==> src/rtl/cube_timer_pkg.sv <==
// Shared definitions for the cube-move timing blocks: timer state encoding,
// default count width and the prescaler width helper.
package cube_timer_pkg;

    // Two-state controller: IDLE waits for a start, RUN counts down.
    typedef enum logic [0:0] {
        IDLE = 1'b0,
        RUN  = 1'b1
    } timer_state_t;

    localparam int TIMER_WIDTH_DEFAULT = 4;

    // Prescaler counter width; a divide-by-one still keeps a one-bit register
    // so the sub-module never ends up with a zero-width vector.
    function automatic int prescale_bits(input int prescale);
        return (prescale > 1) ? $clog2(prescale) : 1;
    endfunction

endpackage

==> src/rtl/tick_prescaler.sv <==
// Enable divider for the countdown timer. Counts qualified ena cycles and
// raises tick on every PRESCALE-th one. tick is combinational from the count
// and ena so that the owning FSM can act on the same edge the divider wraps.
module tick_prescaler
    import cube_timer_pkg::*;
#(
    parameter int PRESCALE = 1
) (
    input  logic clkf,
    input  logic rst,
    input  logic clr,
    input  logic ena,
    output logic tick
);

    localparam int              PW   = prescale_bits(PRESCALE);
    localparam logic [PW-1:0]   LAST = PW'(PRESCALE - 1);

    logic [PW-1:0] cnt;

    assign tick = ena && (cnt == LAST);

    // Advance on each ena cycle, wrap to zero on tick; clr restarts the divide.
    always_ff @(posedge clkf) begin
        if (rst) begin
            cnt <= '0;
        end else if (clr) begin
            cnt <= '0;
        end else if (ena) begin
            if (tick) begin
                cnt <= '0;
            end else begin
                cnt <= cnt + 1'b1;
            end
        end
    end

endmodule

==> src/rtl/countdown_timer.sv <==
// Loadable down-counter for step delays and fixed-length pulses.
// A start in IDLE loads load_val and enters RUN; each prescaler tick
// decrements countout, and reaching zero raises a one-cycle done.
// Optional feature macro: COUNTDOWN_TIMER_AUTORELOAD_EN -- when defined the
// terminal decrement reloads the start value and keeps running, giving a
// periodic done until stop or rst.
module countdown_timer
    import cube_timer_pkg::*;
#(
    parameter int WIDTH    = TIMER_WIDTH_DEFAULT,
    parameter int PRESCALE = 1
) (
    input  logic             clkf,
    input  logic             rst,
    input  logic             ena,
    input  logic             start,
    input  logic             stop,
    input  logic [WIDTH-1:0] load_val,
    output logic [WIDTH-1:0] countout,
    output logic             busy,
    output logic             done
);

    localparam logic [WIDTH-1:0] ONE = WIDTH'(1);

    timer_state_t     state;
    timer_state_t     state_nxt;
    logic [WIDTH-1:0] count_nxt;
    logic             done_nxt;
    logic             running;
    logic             pre_ena;
    logic             pre_clr;
    logic             tick;

`ifdef COUNTDOWN_TIMER_AUTORELOAD_EN
    logic [WIDTH-1:0] reload_q;
    logic [WIDTH-1:0] reload_nxt;
`endif

    assign running = (state == RUN);
    assign busy    = running;

    // The divider only runs while counting; it is held clear in IDLE so every
    // load starts from a fresh prescale period, and a stop clears it as well.
    assign pre_clr = !running || stop;
    assign pre_ena = ena && running && !stop;

    tick_prescaler #(
        .PRESCALE (PRESCALE)
    ) u_prescaler (
        .clkf (clkf),
        .rst  (rst),
        .clr  (pre_clr),
        .ena  (pre_ena),
        .tick (tick)
    );

    // Next-state logic: stop beats the terminal decrement, which beats start.
    // The terminal test uses <= 1 so the count can never step below zero.
    always_comb begin
        state_nxt = state;
        count_nxt = countout;
        done_nxt  = 1'b0;
`ifdef COUNTDOWN_TIMER_AUTORELOAD_EN
        reload_nxt = reload_q;
`endif
        case (state)
            IDLE: begin
                if (start) begin
                    if (load_val != '0) begin
                        count_nxt = load_val;
                        state_nxt = RUN;
`ifdef COUNTDOWN_TIMER_AUTORELOAD_EN
                        reload_nxt = load_val;
`endif
                    end else begin
                        count_nxt = '0;
                        done_nxt  = 1'b1;
                    end
                end
            end
            RUN: begin
                if (stop) begin
                    state_nxt = IDLE;
                end else if (tick) begin
                    if (countout <= ONE) begin
                        done_nxt = 1'b1;
`ifdef COUNTDOWN_TIMER_AUTORELOAD_EN
                        count_nxt = reload_q;
`else
                        count_nxt = '0;
                        state_nxt = IDLE;
`endif
                    end else begin
                        count_nxt = countout - ONE;
                    end
                end
            end
            default: begin
                state_nxt = IDLE;
            end
        endcase
    end

    // Register every output-facing value so nothing reaches the ports
    // combinationally from the inputs.
    always_ff @(posedge clkf) begin
        if (rst) begin
            state    <= IDLE;
            countout <= '0;
            done     <= 1'b0;
`ifdef COUNTDOWN_TIMER_AUTORELOAD_EN
            reload_q <= '0;
`endif
        end else begin
            state    <= state_nxt;
            countout <= count_nxt;
            done     <= done_nxt;
`ifdef COUNTDOWN_TIMER_AUTORELOAD_EN
            reload_q <= reload_nxt;
`endif
        end
    end

endmodule

==> config.mk <==
export PLATFORM = sky130hd
export DESIGN_NAME = countdown_timer
export DESIGN_NICKNAME = d
export VERILOG_FILES = /design/src/rtl/cube_timer_pkg.sv /design/src/rtl/tick_prescaler.sv /design/src/rtl/countdown_timer.sv
export SDC_FILE = /design/constraint.sdc
export NUM_CORES = 1
export LEC_CHECK = 0
export CAP_MARGIN = 20
export CELL_PAD_IN_SITES_DETAIL_PLACEMENT = 2
export CELL_PAD_IN_SITES_GLOBAL_PLACEMENT = 2
export CORE_MARGIN = 10
export CORE_UTILIZATION = 26
export CTS_BUF_LIST = sky130_fd_sc_hd__clkbuf_2
export DETAILED_ROUTE_END_ITERATION = 8
export GPL_TIMING_DRIVEN = 0
export PLACE_DENSITY_LB_ADDON = 0.1
export SETUP_SLACK_MARGIN = 0.3
export SLEW_MARGIN = 20
export SYNTH_ARGS = -nofsm -noshare
export SYNTH_HDL_FRONTEND = slang
export SYNTH_SLANG_ARGS = --single-unit
==> constraint.sdc <==
create_clock -name clkf -period 1.6 [get_ports clkf]
set_input_delay 0.16 -clock clkf [delete_from_list [all_inputs] [get_ports clkf]]
set_output_delay 0.16 -clock clkf [all_outputs]
set_load 0.02 [all_outputs]
==> results.toml, run 1 <==
[pwr]
ir_worst_vdd_uv = 508
leakagePower_nw = 0.284
power_density_nw_per_um2 = 758
p_total_mw = 0.539

[timing]
grt_setup_unrepaired = "yes"
period_minus_slack_ns = 1.33
fmax_mhz = 755
finClkSkew_ns = 0.00328
finalHoldViolCount = 0
finalSetupViolCount = 0
max_slew_margin_pct = 72.7
tightest_slew_ns = 0.406
finalSetupTns_ns = 0
final_max_slew_viol_count = 0
setup_slack_ns = 0.275
post-route-period-util_pct = 82.8

[routing]
wl_um = 1630
drt_first_pass_iters = 3
antenna_left = 0
via_per_inst = 5.48
drtIter0Drc = 5
wl_per_cell_um = 18.3
route.detailed.drc = 0
route.vias.total = 488

[job]
maxCapViolations = 0

[logic_synthesis]
synth-seq-cells = 7
syn_inst = 52
synth_nets = 63
synthesis.area_um2 = 449
yosys_warnings = 0
yosysTopAreaCellShare_pct = 31.2
ys_seq_area_share_pct = 31.2
synth.distinct_cells = 25
yosys.area.top_type = "dfxtp_1"
yosys-top-cells-area = "dfxtp_1 (31%), nand2b_1 (7.0%), nand4bb_4 (6.1%)"
synth_area_per_cell_um2 = 8.64

[global_route]
grt_pass1_vias = 514
grt_pass1_wl_um = 2650
grt_util_all_layers_pct = 9.96
antenna_found_initial = 0
met2_usage_pct = 16.3
grt_util_met1_pct = 11.0
grt-ovfl-total = 0
grt_util_met3_pct = 4.12
grt_max_degree = 11
busiest_layer = "met2"

[floorplan]
num_rows = 14
die_x_um = 61.6
placeableCoreArea_um2 = 1580
start_util_pct = 28.5
num_io_pins = 15
die_h_um = 61.6
die-area_um2 = 3790

[clock_network]
clk_latency_ns = 0.25
clk_path_buf_depth = 2
cts_made_buffers = 3
htree_levels = 1
clk_pin_slew_worst_paths_ns = 0.08
cts_root_buf = "clkbuf_2"
cts_sinks = 7
cts_tree = "built"

[worst_setup_path]
critPathCaptureType = "register"
r2r-end = "done"
start_kind = "register"
arrival_ns = 1.51
r2r_cells = 6
cp.required_ns = 1.79
r2r-start = "countout[0]"
worstSetupPathType = "reg -> reg"
r2r_slack_ns = 0.27
path_max_fanout = 4

[placed_design]
dp_hpwl_um = 1220
dp.cells = 81
gp_congestion = 0.780
portBuffers = 13
pre_cts_ws_ns = 0.0392

[run_status]
run_status = "completed"

[min_path]
min_from = "rst"
whs_path_depth = 2
min-delay-path-class = "in -> reg"
hold_path_end = "done"

[layout]
stdcell_count = 89
diodes = 0
fin_util_pct = 45.1
nFillCells = 181
area_growth_pct = 58.2
final_nets = 85
layout-drive-gt1-share_pct = 32.9
## through the flow
stage | hold slack [ns] | area [um2]
6_report | 0.279 | 711
5_1_grt | 0.278 | 711
4_1_cts | 0.275 | 693
3_5_place_dp | 0.489 | 602
3_3_place_gp | 0.490 | 602
2_1_floorplan | 0.333 | 452
## layout make-up
| cell class | count | area, um2 | area share [%] |
|---|---|---|---|
| Multi-Input combinational cell | 40 | 338 | 47.5 |
| Timing Repair Buffer | 17 | 154 | 21.7 |
| Sequential cell | 7 | 151 | 21.3 |
| Clock buffer | 4 | 20.0 | 2.82 |
| Tap cell | 16 | 20.0 | 2.82 |
| Inverter | 3 | 16.3 | 2.29 |
| Buffer | 2 | 11.3 | 1.58 |
## worst max-delay path, cell delays in order (launching register included)
cell and delay (ns):
dfxtp_4 0.38, inv_4 0.07, ha_4 0.13, nor2_4 0.04, buf_4 0.12, or4_1 0.39
a21oi_1 0.13
## worst max path at each step
stage	from	cells past startpoint	to
CTS	countout[1]	6	done
floorplan	busy	3	done
detailed placement	ena	4	done
global route	countout[1]	6	done
global placement	ena	4	done
finish	countout[0]	6	done
## where the power goes
| group | total, mW | leakage (nW) | internal [mW] | switching, mW |
|---|---|---|---|---|
| Combinational | 0.187 | 0.207 | 0.0954 | 0.0914 |
| Sequential | 0.211 | 0.0598 | 0.188 | 0.0230 |
| Clock | 0.141 | 0.0166 | 0.0664 | 0.0744 |
| Total | 0.539 | 0.284 | 0.350 | 0.189 |
## layout by cell type, fill, tap and decap left out, drive strengths merged
master / n
and4bb: 1
nor2: 3
dlygate4sd2: 5
inv: 3
and3: 1
clkdlybuf4s50: 7
nor2b: 3
and2b: 1
o311ai: 2
nand3b: 1
or4: 1
o22ai: 2
o21ai: 1
ha: 2
nand2: 2
buf: 5
dfxtp: 7
and4b: 1
clkdlybuf4s15: 1
clkbuf: 5
nand4bb: 1
nand2b: 5
nor3: 4
a311oi: 3
nor4: 1
o41ai: 1
a21oi: 3
nand3: 1
## registers in the layout, summed over array words and instances, names as in the netlist
register / cells
busy: 1
done: 1
countout: 4
u_prescaler.cnt: 1
## cells by family (layout without fill, tap and decap cells)
group                      after synthesis  count (layout)  share of synthesized area (%)
AOI/OAI and AO/OA                       12              12                           18.9
adders and majority gates                2               2                           5.57
and+or+nand+nor                         26              26                           39.8
DFF                                      7               7                           31.2
buffers and inverters                    5              26                           4.45
## layer usage
layer | up-vias | share of wire (%)
li1 | 239 | -
met2 | 10 | 48
met1 | 234 | 44
met5 | - | 0
met4 | 0 | 2.0
met3 | 5 | 6.6
## cell usage after synthesis, drive strengths merged
library cell  number
o41ai              1
nor3               4
inv                3
nor2b              3
nand3              1
and4bb             1
nand2              2
or4                1
dfxtp              7
ha                 2
a21oi              3
nand2b             5
nand4bb            1
o311ai             2
and4b              1
nand3b             1
and2b              1
o22ai              2
buf                1
nor4               1
o21ai              1
and3               1
a311oi             3
nor2               3
clkbuf             1
## what timing repair did
| item | CTS | global route |
|---|---|---|
| endpoints found under the setup margin | 11 | 9 |
| setup buffers | 4 | 0 |
| resized for setup | 22 | 6 |
| hold buffers | 0 | 0 |
| pin swaps | 5 | 3 |
(Power assumes the default switching activity.)
==> run 2: changes to the inputs <==
Settings changed: CORE_UTILIZATION 26 to 23.
Clock period 1.6 ns to 1.2 ns, I/O delays scaled along.
==> run 2 against run 1 <==
The flow now finishes with violations (negative setup slack). Largest power group is now combinational logic. Non-clock buffer count rose by 7. Fmax increased by 3.1%. Core utilization up 1.2 points. Flip-flop and latch count did not move. Global-route usage down 1.5 points. First-iteration DRC count increased to 4.8 times the previous value. Critical path type unchanged. Die area up 8.7%.
==> results.toml, run 2 (synthesis gave the netlist of run 1 again) <==
[routing]
via_per_inst = 4.93
antenna_left = 0
route.detailed.drc = 0
wl_per_cell_um = 17.8
wl_um = 1870
drt_first_pass_iters = 4
drtIter0Drc = 24
route.vias.total = 518

[worst_setup_path]
path_max_fanout = 4
r2r-start = "countout[1]"
r2r_slack_ns = -0.09
arrival_ns = 1.42
crit_slowest_cell = "dfxtp_4"
critPathCaptureType = "register"
critPathLaunch = "countout[1]"
worstSetupPathType = "reg -> reg"
cp_common_cell = "buf_4"
r2r_cells = 7
r2r-end = "countout[2]"
max_stage_delay_ns = 0.38
cp_cell_sequence = "inv_4, ha_4, buf_4, nor2b_4, buf_4, a21oi_1, o22ai_1"
start_kind = "register"
endpoint = "countout[2]"
cp.required_ns = 1.33

[layout]
final_nets = 92
final_common_cell = "buf_4"
regMostFlops = "countout"
layout-drive-gt1-share_pct = 50.0
diodes = 0
largest_reg_flops = 4
mostFrequentLayoutCells = "buf_4 (11), clkdlybuf4s50_1 (7), nand2b_1 (5), dfxtp_4 (5), buf_6 (5)"
area_growth_pct = 83.6
nFillCells = 197
stdcell_count = 105

[timing]
post-route-period-util_pct = 107
timing.hold.ws_ns = 0.259
finalSetupViolCount = 4
finalHoldViolCount = 0
tightest_slew_ns = 0.412
max_slew_margin_pct = 72.3
finClkSkew_ns = 0.000146
period_minus_slack_ns = 1.29
setup_slack_ns = -0.0856
fmax_mhz = 778
grt_setup_unrepaired = "yes"
final_max_slew_viol_count = 0

[pwr]
swShare_pct = 36.8
power_density_nw_per_um2 = 945
power_frac_comb_pct = 39.4
pwr-share-seq_pct = 36.5
p_switching_mw = 0.286
pwr-share-clk_pct = 24.1
ir_worst_vdd_uv = 451
leakagePower_nw = 0.326
internal_power_mw = 0.492

[global_route]
grt-ovfl-total = 0
grt_pass1_wl_um = 2820
grt_pass1_vias = 521
grt_util_all_layers_pct = 8.49
grt_max_degree = 11
antenna_found_initial = 0

[floorplan]
placeableCoreArea_um2 = 1780
num_rows = 15
start_util_pct = 25.2
num_io_pins = 15
die_h_um = 64.2
die_x_um = 64.2
die-area_um2 = 4120

[placed_design]
dp.cells = 90
dp_hpwl_um = 1200
portBuffers = 13
gp_congestion = 0.762
pre_cts_ws_ns = -0.342

[clock_network]
clk_path_buf_depth = 2
clk_latency_ns = 0.25
cts_root_buf = "clkbuf_2"
cts_tree = "built"
clk_pin_slew_worst_paths_ns = 0.09
cts_sinks = 7
cts_made_buffers = 3
htree_levels = 1

[run_status]
violations = "negative setup slack"
run_status = "finished with violations"

[job]
maxCapViolations = 0

[min_path]
min-delay-path-class = "in -> reg"
## run 2: layer usage
layer  up-vias  part of all wire, %  wire, um  track usage [%]
met5         -                    0         0                0
met4         0                    0         0            0.802
met3         0                  5.8       108             4.18
met2        13                   46       858             12.9
met1       253                   48       901             10.9
li1        252                    -         -                -
## run 2: layout make-up
type	count	area [um2]	share of cell area (%)
Inverter	3	16.3	1.97
Timing Repair Buffer	24	214	25.9
Clock inverter	1	5.00	0.607
Tap cell	25	31.3	3.79
Clock buffer	3	15.0	1.82
Multi-Input combinational cell	40	354	42.9
Sequential cell	7	160	19.4
Buffer	2	28.8	3.49
## run 2: worst min-delay path by stage
stage / startpoint / end / slack [ns] / depth (start not counted)
6_report: rst / done / 0.26 / 2
3_5_place_dp: rst / busy / 0.51 / 2
4_1_cts: rst / busy / 0.23 / 2
2_1_floorplan: load_val[0] / countout[0] / 0.29 / 2
3_3_place_gp: u_prescaler.cnt / u_prescaler.cnt / 0.50 / 1
5_1_grt: rst / done / 0.30 / 2
## run 2: metrics by stage
step	power, mW	util, %	TNS [ns]	area (um2)
6_report	0.779	46.2	-0.229	825
5_1_grt	0.832	46.2	-0.649	825
4_1_cts	0.731	42.1	-0.0620	751
3_5_place_dp	0.505	37.2	-1.39	663
3_3_place_gp	0.504	37.2	-1.45	663
2_1_floorplan	0.407	-	0	502
## run 2: repair_timing
item,CTS,global route
hold buffers,0,0
pin swaps,5,1
setup endpoints to repair,13,12
buffers inserted,4,7
gates resized for setup,41,9
## run 2: critical path, delay by kind of cell, from the launching register on
family / cells / cell delay (ns)
AOI/OAI and AO/OA: 2 / 0.28
adders and majority gates: 1 / 0.15
buffers and inverters: 3 / 0.32
DFF: 1 / 0.38
and+or+nand+nor: 1 / 0.04
## run 2: power by group through the flow
stage | clock [mW] | combinational (mW) | sequential, mW
2_1_floorplan | 0 | 0.109 | 0.298
3_3_place_gp | 0 | 0.217 | 0.287
5_1_grt | 0.210 | 0.334 | 0.287
6_report | 0.188 | 0.307 | 0.284
4_1_cts | 0.188 | 0.259 | 0.284
3_5_place_dp | 0 | 0.218 | 0.287
